**config.mk**
```make
export PLATFORM = sky130hd
export DESIGN_NAME = verificacion_pin_flat
export DESIGN_NICKNAME = d
export VERILOG_FILES = /design/src/rtl/verificacion_pin_if.sv /design/src/rtl/verificacion_pin.sv /design/src/flat_wrapper.sv
export SDC_FILE = /design/constraint.sdc
export NUM_CORES = 1
export LEC_CHECK = 0
export ABC_AREA = 1
export ABC_CLOCK_PERIOD_IN_PS = 4200
export BUFFER_PORTS_ARGS = -buffer_cell sky130_fd_sc_hd__buf_2
export CELL_PAD_IN_SITES_DETAIL_PLACEMENT = 1
export CELL_PAD_IN_SITES_GLOBAL_PLACEMENT = 1
export CORE_ASPECT_RATIO = 1.5
export CORE_MARGIN = 3
export CORE_UTILIZATION = 44
export CTS_CLUSTER_SIZE = 10
export DETAILED_ROUTE_END_ITERATION = 12
export PLACE_DENSITY = 0.95
export SLEW_MARGIN = 25
export SYNTH_ARGS = -nofsm -noshare
export SYNTH_HDL_FRONTEND = slang
export SYNTH_SLANG_ARGS = --single-unit
```
**constraint.sdc**
```tcl
create_clock -name clk -period 4.2 [get_ports clk]
set_input_delay 0.84 -clock clk [delete_from_list [all_inputs] [get_ports clk]]
set_output_delay 0.84 -clock clk [all_outputs]
set_load 0.01 [all_outputs]
```
**src/rtl/verificacion_pin_if.sv**
```systemverilog
// verificacion_pin_if: card/PIN-entry bus between the cashier front end and the
// PIN-verification stage. The master drives card presence, stored PIN and
// keypad digits; the slave returns the verification outcome.
interface verificacion_pin_if #(
  parameter int DIGITOS = 4
);
  logic                   tarjeta_recibida;
  logic [4*DIGITOS-1:0]   pin;
  logic [3:0]             digito;
  logic                   digito_stb;
  logic                   pin_correcto;
  logic                   pin_incorrecto;
  logic                   advertencia;
  logic                   bloqueo;
  logic [1:0]             intentos;

  modport master (
    output tarjeta_recibida, pin, digito, digito_stb,
    input  pin_correcto, pin_incorrecto, advertencia, bloqueo, intentos
  );

  modport slave (
    input  tarjeta_recibida, pin, digito, digito_stb,
    output pin_correcto, pin_incorrecto, advertencia, bloqueo, intentos
  );
endinterface

```
**src/rtl/verificacion_pin.sv**
```systemverilog
// verificacion_pin: collects BCD PIN digits after card insertion, compares the
// full entry against the card's stored PIN and allows a bounded number of
// attempts before retaining the card. All outputs are registered.
module verificacion_pin #(
  parameter int DIGITOS      = 4,
  parameter int MAX_INTENTOS = 3
) (
  input logic               clk,
  input logic               reset,
  verificacion_pin_if.slave bus
);

  localparam int W  = 4 * DIGITOS;
  localparam int CW = $clog2(DIGITOS + 1);

  localparam logic [CW-1:0] ULTIMO_DIGITO = CW'(DIGITOS - 1);
  localparam logic [1:0]    INTENTOS_MAX  = 2'(MAX_INTENTOS);
  localparam logic [1:0]    INTENTOS_AVISO = 2'(MAX_INTENTOS - 1);

  typedef enum logic [2:0] {
    IDLE,
    ESPERA_PIN,
    VERIFICA,
    AUTORIZADO,
    BLOQUEADO
  } estado_t;

  estado_t         state_reg, state_next;
  logic [W-1:0]    entry_reg, entry_next;
  logic [CW-1:0]   cuenta_reg, cuenta_next;
  logic [1:0]      intentos_reg, intentos_next;
  logic            advertencia_reg, advertencia_next;
  logic            bloqueo_reg, bloqueo_next;
  logic            pin_correcto_reg, pin_correcto_next;
  logic            pin_incorrecto_reg, pin_incorrecto_next;
  logic [1:0]      intentos_inc;
  logic            digito_valido;

  // State and all registered outputs; reset drops everything back to an idle, card-less view.
  always_ff @(posedge clk or negedge reset) begin
    if (!reset) begin
      state_reg          <= IDLE;
      entry_reg          <= '0;
      cuenta_reg         <= '0;
      intentos_reg       <= '0;
      advertencia_reg    <= 1'b0;
      bloqueo_reg        <= 1'b0;
      pin_correcto_reg   <= 1'b0;
      pin_incorrecto_reg <= 1'b0;
    end else begin
      state_reg          <= state_next;
      entry_reg          <= entry_next;
      cuenta_reg         <= cuenta_next;
      intentos_reg       <= intentos_next;
      advertencia_reg    <= advertencia_next;
      bloqueo_reg        <= bloqueo_next;
      pin_correcto_reg   <= pin_correcto_next;
      pin_incorrecto_reg <= pin_incorrecto_next;
    end
  end

  // Next-state and next-output logic; card removal wins over strobes and comparison.
  always_comb begin
    state_next          = state_reg;
    entry_next          = entry_reg;
    cuenta_next         = cuenta_reg;
    intentos_next       = intentos_reg;
    advertencia_next    = advertencia_reg;
    bloqueo_next        = bloqueo_reg;
    pin_correcto_next   = pin_correcto_reg;
    pin_incorrecto_next = 1'b0;
    intentos_inc        = intentos_reg + 2'd1;
    digito_valido       = bus.digito_stb && (bus.digito <= 4'd9);

    case (state_reg)
      IDLE: begin
        if (bus.tarjeta_recibida) begin
          state_next = ESPERA_PIN;
        end
      end

      ESPERA_PIN: begin
        if (!bus.tarjeta_recibida) begin
          state_next = IDLE;
        end else if (digito_valido) begin
          entry_next  = {entry_reg[W-5:0], bus.digito};
          cuenta_next = cuenta_reg + 1'b1;
          if (cuenta_reg == ULTIMO_DIGITO) begin
            state_next = VERIFICA;
          end
        end
      end

      VERIFICA: begin
        if (!bus.tarjeta_recibida) begin
          state_next = IDLE;
        end else if (entry_reg == bus.pin) begin
          state_next        = AUTORIZADO;
          pin_correcto_next = 1'b1;
        end else begin
          intentos_next       = intentos_inc;
          pin_incorrecto_next = 1'b1;
          if (intentos_inc == INTENTOS_AVISO) begin
            advertencia_next = 1'b1;
          end
          if (intentos_inc == INTENTOS_MAX) begin
            state_next   = BLOQUEADO;
            bloqueo_next = 1'b1;
          end else begin
            state_next  = ESPERA_PIN;
            entry_next  = '0;
            cuenta_next = '0;
          end
        end
      end

      AUTORIZADO: begin
        pin_correcto_next = 1'b1;
        if (!bus.tarjeta_recibida) begin
          state_next = IDLE;
        end
      end

      BLOQUEADO: begin
        // Card is retained: nothing but reset leaves this state.
        bloqueo_next = 1'b1;
      end

      default: begin
        state_next = IDLE;
      end
    endcase

    // Whatever path leads to IDLE, the session context is discarded on that same edge.
    if (state_next == IDLE) begin
      entry_next        = '0;
      cuenta_next       = '0;
      intentos_next     = '0;
      advertencia_next  = 1'b0;
      pin_correcto_next = 1'b0;
    end
  end

  assign bus.pin_correcto   = pin_correcto_reg;
  assign bus.pin_incorrecto = pin_incorrecto_reg;
  assign bus.advertencia    = advertencia_reg;
  assign bus.bloqueo        = bloqueo_reg;
  assign bus.intentos       = intentos_reg;

endmodule

```
**src/flat_wrapper.sv**
```systemverilog
// flat-port wrapper written by rule: the top's interface ports become plain ports
module verificacion_pin_flat 
#(
  parameter int DIGITOS      = 4,
  parameter int MAX_INTENTOS = 3
)
  (clk, reset, bus_tarjeta_recibida, bus_pin, bus_digito, bus_digito_stb, bus_pin_correcto, bus_pin_incorrecto, bus_advertencia, bus_bloqueo, bus_intentos);
  verificacion_pin_if #(.DIGITOS(DIGITOS)) bus_i ();
  input logic clk;
  input logic reset;
  input wire logic [$bits(bus_i.tarjeta_recibida)-1:0] bus_tarjeta_recibida;
  input wire logic [$bits(bus_i.pin)-1:0] bus_pin;
  input wire logic [$bits(bus_i.digito)-1:0] bus_digito;
  input wire logic [$bits(bus_i.digito_stb)-1:0] bus_digito_stb;
  output wire logic [$bits(bus_i.pin_correcto)-1:0] bus_pin_correcto;
  output wire logic [$bits(bus_i.pin_incorrecto)-1:0] bus_pin_incorrecto;
  output wire logic [$bits(bus_i.advertencia)-1:0] bus_advertencia;
  output wire logic [$bits(bus_i.bloqueo)-1:0] bus_bloqueo;
  output wire logic [$bits(bus_i.intentos)-1:0] bus_intentos;
  assign bus_i.tarjeta_recibida = bus_tarjeta_recibida;
  assign bus_i.pin = bus_pin;
  assign bus_i.digito = bus_digito;
  assign bus_i.digito_stb = bus_digito_stb;
  assign bus_pin_correcto = bus_i.pin_correcto;
  assign bus_pin_incorrecto = bus_i.pin_incorrecto;
  assign bus_advertencia = bus_i.advertencia;
  assign bus_bloqueo = bus_i.bloqueo;
  assign bus_intentos = bus_i.intentos;
  verificacion_pin #(.DIGITOS(DIGITOS), .MAX_INTENTOS(MAX_INTENTOS)) u_core (.clk(clk), .reset(reset), .bus(bus_i));
endmodule
```
### Word-level counts from Yosys, hierarchy flattened

Index checks and enable logic that the tools add are counted.

| cells by class | value |
|---|---|
| add/subtract/negate cells | 2 |
| magnitude comparators | 1 |
| equal/unequal tests | 18 |
| multiplexer cells | 43 |
| reduce and logical (&&, ||, !) cells | 14 |

Operators with widths:

| operator | count |
|---|---|
| 2-to-1 mux 16 bit | 6 |
| 2-to-1 mux 3 bit | 14 |
| case mux 16 bit (2 select lines) | 1 |
| equality test 16 bit | 1 |
| case mux 3 bit (5 select lines) | 1 |
| 2-to-1 mux 1 bit | 14 |
| equality test 3 x 2 -> 1 bit, second input constant | 3 |
| 2-to-1 mux 2 bit | 4 |
| AND reduction 4 bit | 2 |
| nonzero test 2 bit | 4 |
| logical NOT 3 bit | 2 |
| inequality test 2 bit, second input constant | 3 |
| inequality test 3 x 1 -> 1 bit, second input constant | 2 |
| inequality test 3 x 2 -> 1 bit, second input constant | 2 |
| inequality test 3 bit, second input constant | 2 |
| case mux 3 bit (2 select lines) | 1 |
| AND reduction 3 bit | 2 |
| AND reduction 6 bit | 1 |
| nonzero test 3 bit | 2 |
| equality test 2 bit, second input constant | 2 |
| <= comparator 4 bit, second input constant | 1 |
| case mux 1 bit (2 select lines) | 2 |
| adder 3 x 1 -> 3 bit, second input constant | 1 |
| equality test 3 x 1 -> 1 bit, second input constant | 1 |
| 4 further kinds | 4 |

| word-level totals | value |
|---|---|
| register bits after elaboration | 28 |
| bits of input ports | 24 |
| output and inout port bits | 6 |
| word-level logic and storage cells | 86 |

### Depth between registers and ports, before layout

| logic depth | value |
|---|---|
| depth after elaboration | 9 |
| gate-level depth with buffers | 15 |
| mapped depth without buffers | 14 |

### Worst setup path before layout

Ideal clock, no wire load.

| timing | value |
|---|---|
| path kind | input to register |
| from | input port bus_pin[6] |
| to | register u_core.cuenta_reg[2] |
| library setup time | 0.117 ns |
| arrival time | 1.876 ns |
| data required time | 4.083 ns |
| setup slack | 2.206 ns |
| cell stages on the path | 14 |
| path buffers | 1 |
| path through | inv_1 -> nand2_1 -> nand2_1 -> nor2_2 -> nand2_1 -> nor2_2 -> nand2_2 -> nand3_1 -> nand2_2 -> nor2_4 -> nand2_4 -> buf_12 -> nand3_2 -> nand2_1 |

| between the ends | value |
|---|---|
| word-level cells in the longest chain between the ends | 7 |
| elaborated cells between the ends (all ways) | 13 |
| those cells by class | 6 x eq/ne; 4 x mux; 3 x reduce/logical |

Ends and longest elaborated chain:

| what | RTL line | RTL |
|---|---|---|
| start, declared | flat_wrapper.sv:12 | `input wire logic [$bits(bus_i.pin)-1:0] bus_pin;` |
| equality test 16 bit * | verificacion_pin.sv:97 | `end else if (entry_reg == bus.pin) begin` |
| 2-to-1 mux 3 bit * | verificacion_pin.sv:97 |  |
| 2-to-1 mux 3 bit * | verificacion_pin.sv:95 | `if (!bus.tarjeta_recibida) begin` |
| case mux 3 bit (5 select lines) * | verificacion_pin.sv:75 | `case (state_reg)` |
| via u_core.state_next[2] | verificacion_pin.sv:28 | `estado_t state_reg, state_next;` |
| logical NOT 3 bit * | verificacion_pin.sv:135 | `if (state_next == IDLE) begin` |
| inequality test 3 bit (no source line) (tied with other cells) | - |  |
| AND reduction 6 bit (no source line) | - |  |
| end signal, assigned | verificacion_pin.sv:53 | `cuenta_reg <= cuenta_next;` |
| end, declared | verificacion_pin.sv:30 | `logic [CW-1:0] cuenta_reg, cuenta_next;` |

Mark *: on every way through the listed nets, which the timed path passes. The rest lies on a longest branch.
A chain may end at the register's enable or synchronous reset.

### Worst setup path after layout

| timing | value |
|---|---|
| from | input port bus_pin[5] |
| to | register u_core.entry_reg[1] |

| between the ends | value |
|---|---|
| word-level cells in the longest chain between the ends | 7 |
| elaborated cells between the ends (all ways) | 13 |
| those cells by class | 6 x eq/ne; 4 x mux; 3 x reduce/logical |

Ends and longest elaborated chain:

| what | RTL line | RTL |
|---|---|---|
| equality test 16 bit * | verificacion_pin.sv:97 |  |
| 2-to-1 mux 3 bit * | verificacion_pin.sv:97 |  |
| 2-to-1 mux 3 bit * | verificacion_pin.sv:95 |  |
| case mux 3 bit (5 select lines) * | verificacion_pin.sv:75 |  |
| via u_core.state_next[2] | verificacion_pin.sv:28 |  |
| logical NOT 3 bit * | verificacion_pin.sv:135 |  |
| inequality test 3 bit (no source line) (tied with other cells) | - |  |
| AND reduction 6 bit (no source line) | - |  |
| end signal, assigned | verificacion_pin.sv:52 | `entry_reg <= entry_next;` |
| end, declared | verificacion_pin.sv:29 | `logic [W-1:0] entry_reg, entry_next;` |

Marks and branches as above.

==> out/metrics.cfg <==
[die]
rows = 29
die-area_um2 = 5400
fp.dieW_um = 61.0
die_y_um = 88.5
io_pins = 30
start_util_pct = 46.2
core_um2 = 4320

[cells_and_area]
final_common_cell = nand2_1
layout_common_cells = nand2_1, inv_1, buf_2
drive_above_1_share_pct = 24.2
largest_reg_flops = 16
syn2layout_area_growth_pct = 7.77
num_antenna_cells = 0
final_nets = 335

[global_routing]
antenna_found_initial = 0
grt_max_degree = 41
grt_pass1_wl_um = 8000
overflow = 0
grt_usage_pct = 20.0
grt_pass1_vias = 1863

[cts]
cts_resized = 0
cts-root-buf = clkbuf_8
clk_pin_slew_ns = 0.10
cts_inserted_buffers = 3
cts-htree-levels = 1
cts_buffer_depth = 2
insertion_delay_ns = 0.28
cts_tree = done
clkSinkCount = 28
postCtsHoldBufs = 0
cts_setup_buffers = 0

[critical_path]
r2r-start = u_core.entry_reg[2]$_DFFE_PN0P_
reg2reg_depth = 12
end_kind = flip-flop
path_class = in -> reg
crit_family = simple AND/OR/NAND/NOR gates
regToRegEndpoint = u_core.entry_reg[1]$_DFFE_PN0P_
critical-path-max-stage-delay_ns = 0.31
r2r_setup_slack_ns = 2.10
cp-start-kind = primary input
cp_slowest_cell = nand2_4
worstPathMaxFanout = 40
cpMostUsedCell = nor2_1
cp.arrival_ns = 2.46
path_cells = buf_2 -> nor2_1 -> nor2_1 -> nor2_1 -> nand2_1 -> nor2_2 -> nand2_2 -> nand3_1 -> nand2_2 -> nor2_4 -> nand2_4 -> nand3_1 -> nand2_1
required_ns = 4.37
crit_buf_inv = 1

[hold_path]
min_from = u_core.bus.bloqueo$_DFFE_PN0P_
whs_endpoint = u_core.bus.bloqueo$_DFFE_PN0P_
hold_path.class = reg -> reg
min_delay_path_depth = 1

[sta]
setup_tns_ns = 0
drv_slew = 0
finalClockSkew_ns = 0.00339
fin_crit_ns = 2.29
post-route-period-util_pct = 54.5
grt_setup_unrepaired = no
clock.fmax_mhz = 437
worstMarginPinSlew_ns = 0.653
max_slew_margin_pct = 56.4
layout_setup_ws_ns = 1.91
setup_violations = 0
finalHoldViolations = 0

[placed_design]
place.gp.congestion = 0.844
pre_cts_ws_ns = 1.60
io_buffers = 29
hpwl_um = 3620

[pwr]
p_leak_nw = 1.24
ir_worst_vdd_v = 0.000218
powerDensity_nw_per_um2 = 242

[logic_synthesis]
synth-seq-cells = 28
synth_nets = 309
seq_area_frac_synth_pct = 35.1
netlist_instances = 281
ys.warnings.count = 0
synth.avg_cell_area_um2 = 7.11
synthesis.area_um2 = 2000
synth_cell_types = 27

[routing]
vias = 1759
postRouteAntennaNets = 0
drc = 0
wl_per_cell_um = 13.4
dr.pass1.iters = 4
drt_iter0_markers = 28
avgViaCountPerCell = 5.00
wirelength_um = 4730

[run]
cap_violations = 0

[status]
status = completed

## cells in the mapped netlist (all sizes together)
master  instances  share of area (%)
nand2          91                 18
inv            52                 10
nand3          43                 16
nor2           35                7.7
dfrtp          28                 35
clkinv          9                1.7
buf             7                4.9
ha              4                2.5
or2             4                1.3
a31oi           2               0.63
a21oi           1               0.81
clkbuf          1               0.19
nand4           1               0.31
o21a            1               0.38
o21ai           1               0.25
xor2            1               0.44
## per-layer routing
layer  routed length (µm)  GRT usage, %  up-vias
met4                  137          8.88        0
li1                     -             -      883
met5                    0             0        -
met2                 2680          37.6       29
met1                 1790          21.5      834
met3                  126          2.34       13
## worst max-delay path by stage
stage / slack (ns) / from / cells after the start / end
after floorplan: 2.21 / bus_pin[6] / 14 / u_core.cuenta_reg[2]$_DFFE_PN0P_
after global routing: 1.61 / bus_pin[2] / 14 / u_core.entry_reg[1]$_DFFE_PN0P_
after CTS: 1.86 / bus_pin[5] / 13 / u_core.entry_reg[1]$_DFFE_PN0P_
after detailed placement: 1.60 / bus_pin[5] / 13 / u_core.entry_reg[0]$_DFFE_PN0P_
final: 1.91 / bus_pin[5] / 13 / u_core.entry_reg[1]$_DFFE_PN0P_
after global placement: 1.69 / bus_pin[14] / 13 / u_core.cuenta_reg[0]$_DFFE_PN0P_
## per-stage QoR
stage	hold WS [ns]	power, mW	cell area (µm²)	util [%]	std cells
CTS	0.472	0.525	2150	49.8	352
finish	0.467	0.520	2150	49.8	352
global route	0.486	0.544	2150	49.8	352
detailed placement	0.449	0.353	2100	48.6	348
floorplan	0.468	0.334	2000	-	281
global placement	0.446	0.349	2100	48.6	348
## worst reg2reg max path, stage by stage, from the launching register on
cell and delay (ns):
dfrtp_1 0.46, nor2_1 0.13, nor2_1 0.06, nor2_1 0.10, nand2_1 0.06, nor2_2 0.15
nand2_2 0.12, nand3_1 0.12, nand2_2 0.09, nor2_4 0.10, nand2_4 0.31, nand3_1 0.21
nand2_1 0.08
## report_power, final
part / switching, mW / internal [mW]
Combinational: 0.0467 / 0.0233
Sequential: 0.00403 / 0.273
Clock: 0.0891 / 0.0842
Total: 0.140 / 0.380
## layout make-up
class	count	area, µm²
sequential	28	701
inverter	61	239
clock buffer	4	55.1
multi-input combinational	184	955
timing repair buffer	29	145
fill	588	2170
tap	46	57.6
## logic make-up (layout without fill, tap and decap cells)
family / count (synthesis) / after routing / share of synthesized area, %
compound gates: 5 / 5 / 2.07
buf+inv: 69 / 94 / 17.1
fa+ha+maj: 4 / 4 / 2.51
xor+xnor: 1 / 1 / 0.439
simple gates: 174 / 174 / 42.8
flops: 28 / 28 / 35.1
No activity file was read; power rests on OpenSTA's default activity.
